File: src/rtl/operand_stage_pkg.sv
// operand_stage_pkg
// Shared types and constants for the operand-collection stage.
//   fwd_src_t    : one forwarding source (destination, allow, pending, data).
//                  It is sized for the largest supported datapath and address width.
//                  Narrower configurations are zero-extended into it.
//   SEL_*        : operand-select encodings used by the operand muxes.
//   ST_*         : output-register FSM states.
//   operand_sel  : maps decode control bits onto a select encoding.
package operand_stage_pkg;

   localparam int FWD_XLEN_MAX = 32;
   localparam int FWD_RA_W_MAX = 5;

   typedef struct packed {
      logic [FWD_RA_W_MAX-1:0] rd_addr;
      logic                    allow;
      logic                    pending;
      logic [FWD_XLEN_MAX-1:0] data;
   } fwd_src_t;

   localparam logic [1:0] SEL_RS     = 2'd0;
   localparam logic [1:0] SEL_PC_IMM = 2'd1;
   localparam logic [1:0] SEL_ZERO   = 2'd2;

   localparam logic [0:0] ST_EMPTY = 1'b0;
   localparam logic [0:0] ST_FULL  = 1'b1;

   // The alternate source (PC or IMM) wins over the register.
   // With neither in use, the operand is forced to zero (LUI-style).
   function automatic logic [1:0] operand_sel(input logic use_rs, input logic use_alt);
      logic [1:0] sel;
      if (use_alt) begin
         sel = SEL_PC_IMM;
      end else if (use_rs) begin
         sel = SEL_RS;
      end else begin
         sel = SEL_ZERO;
      end
      return sel;
   endfunction

endpackage

File: src/rtl/operand_stage_fwd_resolve.sv
// fwd_resolve
// Priority match of one source register against NUM_FWD forwarding sources.
//   use_rs   : the register field is actually read
//   rs_addr  : source register address
//   reg_data : register-file read data (used when nothing matches)
//   src      : forwarding sources; index 0 is the youngest and has the highest priority
//   data     : resolved operand value
//   hazard   : the winning source has no data yet
module fwd_resolve
   import operand_stage_pkg::*;
#(
   parameter int NUM_FWD = 2,
   parameter int XLEN    = 32,
   parameter int RA_W    = 5
) (
   input  logic            use_rs,
   input  logic [RA_W-1:0] rs_addr,
   input  logic [XLEN-1:0] reg_data,
   input  fwd_src_t        src [NUM_FWD],
   output logic [XLEN-1:0] data,
   output logic            hazard
);

   logic [FWD_RA_W_MAX-1:0] rs_ext;
   logic                    found;

   assign rs_ext = FWD_RA_W_MAX'(rs_addr);

   // Lowest-index match wins outright. A pending winner hazards the operand
   // even when an older source holds valid data for the same register.
   always_comb begin
      data   = reg_data;
      hazard = 1'b0;
      found  = 1'b0;
      for (int k = 0; k < NUM_FWD; k++) begin
         if (!found && use_rs && (rs_ext != {FWD_RA_W_MAX{1'b0}}) &&
             (src[k].rd_addr == rs_ext) && (src[k].allow || src[k].pending)) begin
            found = 1'b1;
            if (src[k].pending) begin
               hazard = 1'b1;
            end else begin
               data = src[k].data[XLEN-1:0];
            end
         end else begin
            found = found;
         end
      end
   end

endmodule

File: src/rtl/operand_stage.sv
// operand_stage
// Operand collection between decode and execute. RS1/RS2 are resolved against
// the forwarding sources, and decode is stalled on a load-use hazard. The selected
// operands are registered behind a valid/ready handshake.
//   i_clk, i_rst_n         : clock, asynchronous active-low reset
//   i_dcd_valid/o_dcd_ready: decode handshake (ready never depends on valid)
//   i_rs*/i_use_*/i_op_*   : decoded operand controls and register-file data
//   i_pc, i_imm            : alternate operand sources
//   i_fwd_*                : forwarding buses; slice k belongs to source k
//   i_flush                : empties the stage and blocks acceptance
//   o_valid/i_ready        : execute handshake
//   o_operand_a/b          : registered ALU operands
//   o_store_data           : registered resolved RS2
//   o_stall_cnt            : saturating count of hazard-stall cycles
module operand_stage
   import operand_stage_pkg::*;
#(
   parameter int XLEN    = 32,
   parameter int NUM_FWD = 2,
   parameter int RA_W    = 5,
   parameter int CNT_W   = 16
) (
   input  logic                    i_clk,
   input  logic                    i_rst_n,
   input  logic                    i_dcd_valid,
   output logic                    o_dcd_ready,
   input  logic [RA_W-1:0]         i_rs1_addr,
   input  logic [RA_W-1:0]         i_rs2_addr,
   input  logic                    i_use_rs1,
   input  logic                    i_use_rs2,
   input  logic                    i_op_a_use_pc,
   input  logic                    i_op_b_use_imm,
   input  logic [XLEN-1:0]         i_pc,
   input  logic [XLEN-1:0]         i_imm,
   input  logic [XLEN-1:0]         i_rs1_data,
   input  logic [XLEN-1:0]         i_rs2_data,
   input  logic [NUM_FWD*RA_W-1:0] i_fwd_rd_addr,
   input  logic [NUM_FWD-1:0]      i_fwd_allow,
   input  logic [NUM_FWD-1:0]      i_fwd_pending,
   input  logic [NUM_FWD*XLEN-1:0] i_fwd_data,
   input  logic                    i_flush,
   output logic                    o_valid,
   input  logic                    i_ready,
   output logic [XLEN-1:0]         o_operand_a,
   output logic [XLEN-1:0]         o_operand_b,
   output logic [XLEN-1:0]         o_store_data,
   output logic [CNT_W-1:0]        o_stall_cnt
);

   fwd_src_t        fwd [NUM_FWD];
   logic [XLEN-1:0] rs1_val;
   logic [XLEN-1:0] rs2_val;
   logic            rs1_hazard;
   logic            rs2_hazard;
   logic            hazard;
   logic            accept;
   logic [1:0]      sel_a;
   logic [1:0]      sel_b;
   logic [XLEN-1:0] operand_a_nxt;
   logic [XLEN-1:0] operand_b_nxt;
   logic [0:0]      state;
   logic [0:0]      state_nxt;

   // The flat buses are repacked into sources, zero-extended to the package widths.
   for (genvar k = 0; k < NUM_FWD; k++) begin : g_fwd
      assign fwd[k].rd_addr = FWD_RA_W_MAX'(i_fwd_rd_addr[k*RA_W +: RA_W]);
      assign fwd[k].allow   = i_fwd_allow[k];
      assign fwd[k].pending = i_fwd_pending[k];
      assign fwd[k].data    = FWD_XLEN_MAX'(i_fwd_data[k*XLEN +: XLEN]);
   end

   fwd_resolve #(.NUM_FWD(NUM_FWD), .XLEN(XLEN), .RA_W(RA_W)) u_rs1 (
      .use_rs   (i_use_rs1),
      .rs_addr  (i_rs1_addr),
      .reg_data (i_rs1_data),
      .src      (fwd),
      .data     (rs1_val),
      .hazard   (rs1_hazard)
   );

   fwd_resolve #(.NUM_FWD(NUM_FWD), .XLEN(XLEN), .RA_W(RA_W)) u_rs2 (
      .use_rs   (i_use_rs2),
      .rs_addr  (i_rs2_addr),
      .reg_data (i_rs2_data),
      .src      (fwd),
      .data     (rs2_val),
      .hazard   (rs2_hazard)
   );

   assign hazard      = rs1_hazard | rs2_hazard;
   assign o_valid     = (state == ST_FULL);
   assign o_dcd_ready = ~hazard & (~o_valid | i_ready) & ~i_flush;
   assign accept      = i_dcd_valid & o_dcd_ready;
   assign sel_a       = operand_sel(i_use_rs1, i_op_a_use_pc);
   assign sel_b       = operand_sel(i_use_rs2, i_op_b_use_imm);

   // Operand A mux.
   always_comb begin
      case (sel_a)
         SEL_RS:     operand_a_nxt = rs1_val;
         SEL_PC_IMM: operand_a_nxt = i_pc;
         SEL_ZERO:   operand_a_nxt = {XLEN{1'b0}};
         default:    operand_a_nxt = {XLEN{1'b0}};
      endcase
   end

   // Operand B mux.
   always_comb begin
      case (sel_b)
         SEL_RS:     operand_b_nxt = rs2_val;
         SEL_PC_IMM: operand_b_nxt = i_imm;
         SEL_ZERO:   operand_b_nxt = {XLEN{1'b0}};
         default:    operand_b_nxt = {XLEN{1'b0}};
      endcase
   end

   // EMPTY/FULL next-state logic. A flush overrides everything.
   always_comb begin
      state_nxt = state;
      if (i_flush) begin
         state_nxt = ST_EMPTY;
      end else begin
         case (state)
            ST_EMPTY: state_nxt = accept ? ST_FULL : ST_EMPTY;
            ST_FULL: begin
               if (accept) begin
                  state_nxt = ST_FULL;
               end else if (i_ready) begin
                  state_nxt = ST_EMPTY;
               end else begin
                  state_nxt = ST_FULL;
               end
            end
            default: state_nxt = ST_EMPTY;
         endcase
      end
   end

   // State register.
   always_ff @(posedge i_clk or negedge i_rst_n) begin
      if (!i_rst_n) begin
         state <= ST_EMPTY;
      end else begin
         state <= state_nxt;
      end
   end

   // The output register loads only on accept, so it holds while execute stalls.
   always_ff @(posedge i_clk or negedge i_rst_n) begin
      if (!i_rst_n) begin
         o_operand_a  <= {XLEN{1'b0}};
         o_operand_b  <= {XLEN{1'b0}};
         o_store_data <= {XLEN{1'b0}};
      end else if (accept) begin
         o_operand_a  <= operand_a_nxt;
         o_operand_b  <= operand_b_nxt;
         o_store_data <= rs2_val;
      end else begin
         o_operand_a  <= o_operand_a;
         o_operand_b  <= o_operand_b;
         o_store_data <= o_store_data;
      end
   end

   // Saturating hazard-stall counter. Flushed cycles are not counted.
   always_ff @(posedge i_clk or negedge i_rst_n) begin
      if (!i_rst_n) begin
         o_stall_cnt <= {CNT_W{1'b0}};
      end else if (i_dcd_valid && hazard && !i_flush && !(&o_stall_cnt)) begin
         o_stall_cnt <= o_stall_cnt + CNT_W'(1);
      end else begin
         o_stall_cnt <= o_stall_cnt;
      end
   end

endmodule
File: config.mk
export PLATFORM = sky130hd
export DESIGN_NAME = operand_stage
export DESIGN_NICKNAME = d
export VERILOG_FILES = /design/src/rtl/operand_stage_pkg.sv /design/src/rtl/operand_stage_fwd_resolve.sv /design/src/rtl/operand_stage.sv
export SDC_FILE = /design/constraint.sdc
export NUM_CORES = 1
export LEC_CHECK = 0
export ABC_CLOCK_PERIOD_IN_PS = 2000
export BUFFER_PORTS_ARGS = -buffer_cell sky130_fd_sc_hd__buf_2
export CORE_AREA = 2 2 133 135
export CTS_BUF_LIST = sky130_fd_sc_hd__clkbuf_2
export CTS_CLUSTER_SIZE = 12
export DETAILED_ROUTE_END_ITERATION = 16
export DIE_AREA = 0 0 135 137
export PLACE_DENSITY_LB_ADDON = 0.05
export SLEW_MARGIN = 0
export SYNTH_ARGS = -nofsm -noshare
export SYNTH_HDL_FRONTEND = slang
export SYNTH_SLANG_ARGS = --single-unit
export TNS_END_PERCENT = 20
File: constraint.sdc
create_clock -name i_clk -period 2 [get_ports i_clk]
set_clock_uncertainty 0.1 [all_clocks]
set_input_delay 0.1 -clock i_clk [delete_from_list [all_inputs] [get_ports i_clk]]
set_output_delay 0.1 -clock i_clk [all_outputs]
set_load 0.05 [all_outputs]
==> summary.txt, run 1 <==
Setup path
  • Critical path's top delay family: buffers and inverters
  • Worst path slowest cell: dlygate4sd3_1
  • Setup crit end kind: register
  • R2r startpoint: o_stall_cnt[3]$_DFFE_PN0P_
  • Reg-to-reg setup timing slack: approximately 60 ps
  • R2R cell count: 8
  • CP Data Required Time: 2500 ps
  • Buf+Inv Stages, Crit Path: 4
  • CP Launch Type: input pin
  • Largest stage delay on the critical path: 580 ps
  • Crit-path cells: buf_2 > or4_4 > o21ai_4 > buf_4 > nor4_4 > a311o_2 > buf_12 > nor2_1 > a221oi_1 > dlygate4sd3_1 > o21ai_0
  • WS Path Type: input pin to register
  • R2R Path End: o_stall_cnt[4]$_DFFE_PN0P_
  • Arr. time, crit path: 2670 ps
  • Max FO, Critical Path: 16

Floorplanning
  • Initial Utilization: 37.9%
  • Core Box Area: about 17000 um^2
  • Die area: between 15000 and 20000 um^2
  • Row count: 48
  • I/O Pins: between 300 and 400
  • Die Ht: 137 um
  • Die width: 135 um

Route
  • DRT Pass-1 Iters: 5
  • Post-DR vias/cell: 5.28
  • Initial DRC count: 416
  • Routed vias: 8746
  • Post-Route WL: approximately 31000 um
  • Routed len/inst: 18.4 um
  • Drt drc: 0
  • Antenna Nets Post-Route: 0

Placed design
  • Placed insts: roughly 1400
  • Hpwl dp: 19000 um
  • GPL Wtd Cong: 0.824
  • Port Buffer Count: 338

Run status
  • Failing checks: negative setup slack
  • Status: finished with violations

Timing
  • RSZ-0062 raised after global routing: yes
  • Slew @ Worst Pin: 1010 ps
  • Final setup fails: 33
  • Final worst slack: -169 ps
  • Relative slew margins: 32.7%
  • Final slew viol count: 0
  • Crit share post-route: 108%
  • Max Fclk: 461 MHz
  • Final min period: roughly 2200 ps
  • Setup TNS Final: -1910 ps
  • Final-report hold violation count: 0

Global route
  • First-pass GRT wire length: 45000 um
  • Largest net degree at the start of global routing: between 70 and 80
  • Overall Global Routing Usage: about a third
  • Remaining global-route overflow: 0
  • Vias in the first global route: 8914
  • Antenna violations before repair: 1

Cells and area
  • Area growth syn-to-layout: 91.8%
  • Share of cells above drive strength 1: a little under two fifths
  • Most common cell after layout, fill and taps aside: buf_2
  • Final nets: 1645
  • Post-Layout Cell Count: 1658
  • Most frequent cells in the layout: 336 x buf_2, 234 x dlygate4sd3_1, 197 x nand2_1

Clock tree
  • H-tree Lvls: 4
  • Root buffer cell: clkbuf_2
  • Number of buffers created by CTS: 17
  • CTS tree: yes
  • Clock latency at the later pin of the worst-skew pair: 680 ps
  • Clock tree buffer depth: 2
  • Clk slew on worst S/H paths: 170 ps
  • CTS sink cnt: roughly 110

Pwr
  • Gate power share: 42.3%
  • Sw Pwr: 3260 uW
  • Cell leakage power: 0.00611 uW
  • Reg power frac: 35.7%
  • Pwr Density: roughly 630 nW/um^2
  • Total power: 7830 uW
  • Sw frac: 41.6%
  • Pint: 4570 uW
  • Peak supply drop: 0.408 mV
  • Clock share of power: 22.1%

Synth
  • Post-Synthesis Cells: 761
  • Post-Syn Nets: 987
  • Prevailing post-synth register cell: dfrtp_1
  • Flops & latches, synth: ~110
  • Syn_area_per_cell: 8.48 um^2
  • Synth unique cells: 43
  • Yosys warns: 0
  • Syn Std Cell Area: 6460 um^2
  • Async SR Flop Fraction: 100%
  • Sequential area share after synthesis: between 40 and 50%
  • Number of enable flip-flop cells after synthesis: 0

Min path
  • Worst Hold Depth: 5
  • Hold Path Origin: i_op_a_use_pc
  • Worst hold endpoint: o_operand_a[11]$_DFFE_PN0P_
  • Worst Hold Class: input pin to register

Job
  • Max Cap Viol: 0
## sequential cells by signal, indices dropped and copies added, names as in the netlist
register / cells
o_operand_b: 32
o_stall_cnt: 16
o_valid: 1
o_operand_a: 32
o_store_data: 32
## worst register-to-register path, cell delays in order, from the launching register on
cell and delay [ps]:
dfrtp_2 400, and4_4 220, nand2_2 50, or3_4 350
nor3_4 130, nand3b_1 230, buf_4 160, nor3_1 50
xor2_1 130
## cell type report
| class | instances | area (um^2) |
|---|---|---|
| well taps | 225 | 282 |
| multi-input cells | 587 | 3640 |
| inverters | 2 | 7.51 |
| fillers | 1290 | 4670 |
| repair buffers | 698 | 5360 |
| clock inverters | 13 | 168 |
| flip-flops and latches | 113 | 2830 |
| diodes | 1 | 2.50 |
| clock buffers | 19 | 95.1 |
## cells by family after synthesis
| kind of cell | after synthesis | synth area share (%) |
|---|---|---|
| buf+inv | 61 | 4.30 |
| flops | 113 | 43.8 |
| compound gates | 236 | 22.8 |
| fa+ha+maj | 1 | 0.194 |
| simple gates | 282 | 18.9 |
| xor+xnor | 34 | 4.73 |
| mux | 34 | 5.31 |
## Yosys cell counts, types with 4 or more instances
master,count,area (um^2)
nand2_1,198,743
dfrtp_1,113,2830
o21ai_0,95,475
a221oi_1,64,561
clkbuf_1,37,139
nor2_1,36,135
o21ai_1,35,175
a21oi_1,33,165
mux2i_1,32,320
xor2_1,17,149
xnor2_1,16,140
buf_2,9,45.0
buf_4,8,60.1
nand3_1,8,40.0
nor4_1,7,43.8
nor3_1,6,30.0
buf_1,4,15.0
nor2b_1,4,25.0
nor4b_1,4,35.0
## power by group through the flow
stage / sequential (uW) / clock, uW / combinational [uW]
floorplan: 4020 / 0 / 577
global placement: 2820 / 0 / 2840
detailed placement: 2830 / 0 / 2850
CTS: 2790 / 1760 / 3200
global route: 2830 / 1880 / 3490
finish: 2790 / 1730 / 3310
## per-layer routing
metal	part of all wire, %	global-route usage (%)
met3	8.1	8.11
met2	48	52.8
met5	0	0
met4	6.0	18.0
met1	38	36.7
## through the flow
stage	utilization, %	cell area [um^2]	setup slack (ps)	hold WS (ps)
after CTS	70.6	12000	-182	46.1
after global routing	72.6	12400	-272	9.63
after detailed placement	55.3	9430	-980	48.1
after global placement	55.3	9430	-899	49.6
after floorplan	-	6520	-297	-296
final	72.6	12400	-169	96.7
## how the worst max path moves through the flow
stage	end	startpoint	slack, ps	depth (start not counted)
2_1_floorplan	o_stall_cnt[8]$_DFFE_PN0P_	o_stall_cnt[2]$_DFFE_PN0P_	-300	7
3_3_place_gp	o_operand_a[8]$_DFFE_PN0P_	i_rs1_addr[3]	-900	8
3_5_place_dp	o_operand_a[21]$_DFFE_PN0P_	i_rs1_addr[3]	-980	8
4_1_cts	o_dcd_ready	i_rs1_addr[0]	-180	9
5_1_grt	o_operand_a[13]$_DFFE_PN0P_	i_rs1_addr[2]	-270	12
6_report	o_operand_b[6]$_DFFE_PN0P_	i_rs2_addr[0]	-170	11
## what timing repair did
item / in CTS / in global routing
pin swaps: 3 / 9
gates cloned: 0 / 1
endpoints found under the setup margin: 31 / 42
setup buffers: 0 / 10
hold buffers: 233 / 3
endpoints found under the hold margin: 225 / 2
resized for setup: 3 / 42
Power figures use the tool's default switching activity.
==> run 2: changes to the inputs <==
Settings changed: ABC_CLOCK_PERIOD_IN_PS 2000 to 1900, CAP_MARGIN set to 25, SLEW_MARGIN 0 to 20.
Clock period 2 ns to 1.9 ns, I/O delays scaled along.
==> run 2 against run 1 <==
The flow still finishes with violations (negative setup slack). Sequential share of layout area up 1.3 points. Count of clock-buffer cells in the layout decreased by 1. Sequential power up 5%. Register-to-register slack worse by 210 ps. Core utilization fell by 4.0 points. Non-clock buffer count decreased by 46.
==> summary.txt, run 2 (synthesis gave the netlist of run 1 again) <==
Setup path
  • WS Path Type: register to register
  • Setup crit end kind: register
  • Worst path slowest cell: or4_4
  • Setup crit start: o_stall_cnt[2]$_DFFE_PN0P_
  • Largest stage delay on the critical path: 550 ps (-30 ps)
  • Max FO, Critical Path: 4 (-12)
  • Arr. time, crit path: 2510 ps (-160 ps)
  • CP Data Required Time: 2360 ps (-140 ps)
  • Crit-path cells: and4_4 > nand2_2 > or3_4 > nor3_4 > nand3b_1 > or4_4 > xnor2_2
  • R2r startpoint: o_stall_cnt[2]$_DFFE_PN0P_
  • CP Launch Type: register

Clock tree
  • Clock tree buffer depth: 2 (unchanged)
  • CTS sink cnt: 113 (unchanged)
  • Clock latency at the later pin of the worst-skew pair: 680 ps (about the same)
  • Root buffer cell: clkbuf_2
  • H-tree Lvls: 4 (unchanged)
  • Clk slew on worst S/H paths: 190 ps (+20 ps)
  • CTS tree: yes
  • Number of buffers created by CTS: 17 (unchanged)

Timing
  • Final min period: 2050 ps
  • RSZ-0062 raised after global routing: yes
  • Final worst slack: -149 ps (+19.3 ps)
  • Final-report hold violation count: 0 (unchanged)
  • Slew @ Worst Pin: 585 ps (-424 ps)
  • Max Fclk: roughly 490 MHz
  • Setup TNS Final: -1220 ps (+692 ps)
  • Crit share post-route: 108%
  • Final setup fails: 16 (-52%)
  • Relative slew margins: 60.7% (+28 points)
  • Final slew viol count: 0 (unchanged)

Cells and area
  • Footprint of the multi-input gates: 3530 um^2 (-2.9%)
  • Register area: 2830 um^2 (unchanged)
  • Area growth syn-to-layout: 81.2%
  • Most frequent cells in the layout: 334 x buf_2, 210 x dlygate4sd3_1, 197 x nand2_1
  • Design Area, Final: 11700 um^2 (-5.5%)
  • Share of cells above drive strength 1: 37.1% (-1.0 points)
  • Filler cells: 1375 (+6.6%)
  • Final nets: 1599 (-2.8%)
  • Biggest registers after layout: o_operand_a x32, o_operand_b x32, o_store_data x32
  • Most common cell after layout, fill and taps aside: buf_2

Route
  • Drt drc: 0 (unchanged)
  • Post-DR vias/cell: 5.16 (-2.2%)
  • Post-Route WL: 28000 um (-8.3%)
  • DRT Pass-1 Iters: 5 (unchanged)
  • Routed vias: 8316 (-4.9%)
  • Initial DRC count: 447 (+7.5%)
  • Antenna Nets Post-Route: 0 (unchanged)
  • Routed len/inst: 17.4 um (-5.6%)

Pwr
  • Peak supply drop: 0.414 mV (+1.3%)
  • Pwr Density: 666 nW/um^2 (+5.3%)
  • Total power: 7790 uW (-0.54%)
  • Cell leakage power: 0.00572 uW (-6.4%)

Global route
  • Met2 capacity usage during global routing: 49.7% (-3.0 points)
  • Vias in the first global route: 8391 (-5.9%)
  • Global Route met1 Usage: 35.7% (-1.1 points)
  • Antenna violations before repair: 3 (+2)
  • Largest net degree at the start of global routing: 79 (+8.2%)
  • First-pass GRT wire length: 42700 um (-5.1%)
  • Remaining global-route overflow: 0 (unchanged)
  • GR met3 Demand/Resource: 6.89% (-1.2 points)
  • GRT Max-Usage Layer: met2
  • Overall Global Routing Usage: 29.8% (-1.7 points)

Run status
  • Failing checks: negative setup slack
  • Status: finished with violations

Floorplanning
  • Core Box Area: 17100 um^2 (unchanged)
  • Row count: 48 (unchanged)
  • Die width: 135 um (unchanged)
  • Initial Utilization: 37.9% (unchanged)
  • I/O Pins: 339 (unchanged)
  • Die Ht: 137 um (unchanged)
  • Die area: 18500 um^2 (unchanged)

Job
  • Max Cap Viol: 0 (unchanged)

Min path
  • Hold Path Origin: i_op_a_use_pc
  • Worst Hold Class: input pin to register

Placed design
  • Port Buffer Count: 338 (unchanged)
  • GPL Wtd Cong: 0.855 (+3.8%)
  • Pre-CTS setup slack: -426 ps (+554 ps)
  • Hpwl dp: 18600 um (-2.3%)
  • Placed instance area: 9240 um^2 (-2.0%)
-- run 2: final timing paths --
| path | end | slack, ps | depth (start not counted) |
|---|---|---|---|
| worst max-delay path | o_stall_cnt[10]$_DFFE_PN0P_ | -150 | 7 |
| worst min-delay path | o_operand_a[31]$_DFFE_PN0P_ | 70 | 7 |
| worst max register to register | o_stall_cnt[10]$_DFFE_PN0P_ | -150 | 7 |
| worst min register to register | o_operand_b[4]$_DFFE_PN0P_ | 390 | 2 |
| max in group asynchronous | o_stall_cnt[0]$_DFFE_PN0P_ | 780 | 4 |
| min in group asynchronous | o_operand_b[19]$_DFFE_PN0P_ | 280 | 3 |
-- run 2: repair_timing --
item,4_1_cts,5_1_grt
gates resized for setup,12,14
setup buffers,3,1
endpoints found under the setup margin,10,30
endpoints found under the hold margin,216,0
pin swaps,10,3
hold buffers,210,0
-- run 2: report_power, final --
part,switching (uW),total (uW),internal (uW)
logic,2210,3340,1130
clock network,936,1510,576
registers,184,2930,2750
total,3330,7790,4460
-- run 2: cell type report --
| class | count | area share [%] |
|---|---|---|
| Timing Repair Buffer | 652 | 41.3 |
| Clock inverter | 13 | 1.04 |
| Sequential cell | 113 | 24.2 |
| Multi-Input combinational cell | 587 | 30.2 |
| Antenna cell | 2 | 0.0428 |
| Tap cell | 225 | 2.41 |
| Clock buffer | 18 | 0.770 |
| Inverter | 2 | 0.0642 |
-- run 2: metal layers --
layer / vias up / wire (um)
met5: - / 11
met4: 2 / 1260
met3: 101 / 2110
met2: 443 / 13400
met1: 3817 / 11200
li1: 3953 / -
-- run 2: per-stage QoR --
| stage | instances | util (%) | hold WS [ps] |
|---|---|---|---|
| 2_1_floorplan | 761 | - | -301 |
| 3_3_place_gp | 1365 | 54.2 | -188 |
| 3_5_place_dp | 1365 | 54.2 | -188 |
| 4_1_cts | 1609 | 68.2 | 14.6 |
| 5_1_grt | 1611 | 68.6 | 36.1 |
| 6_report | 1612 | 68.6 | 68.8 |
-- run 2: worst max-delay path: cells and delay by family, from the launching register on --
| kind | cells | cell delay (ps) |
|---|---|---|
| and+or+nand+nor | 6 | 1250 |
| DFF | 1 | 440 |
| xor gates and xnor gates | 1 | 140 |
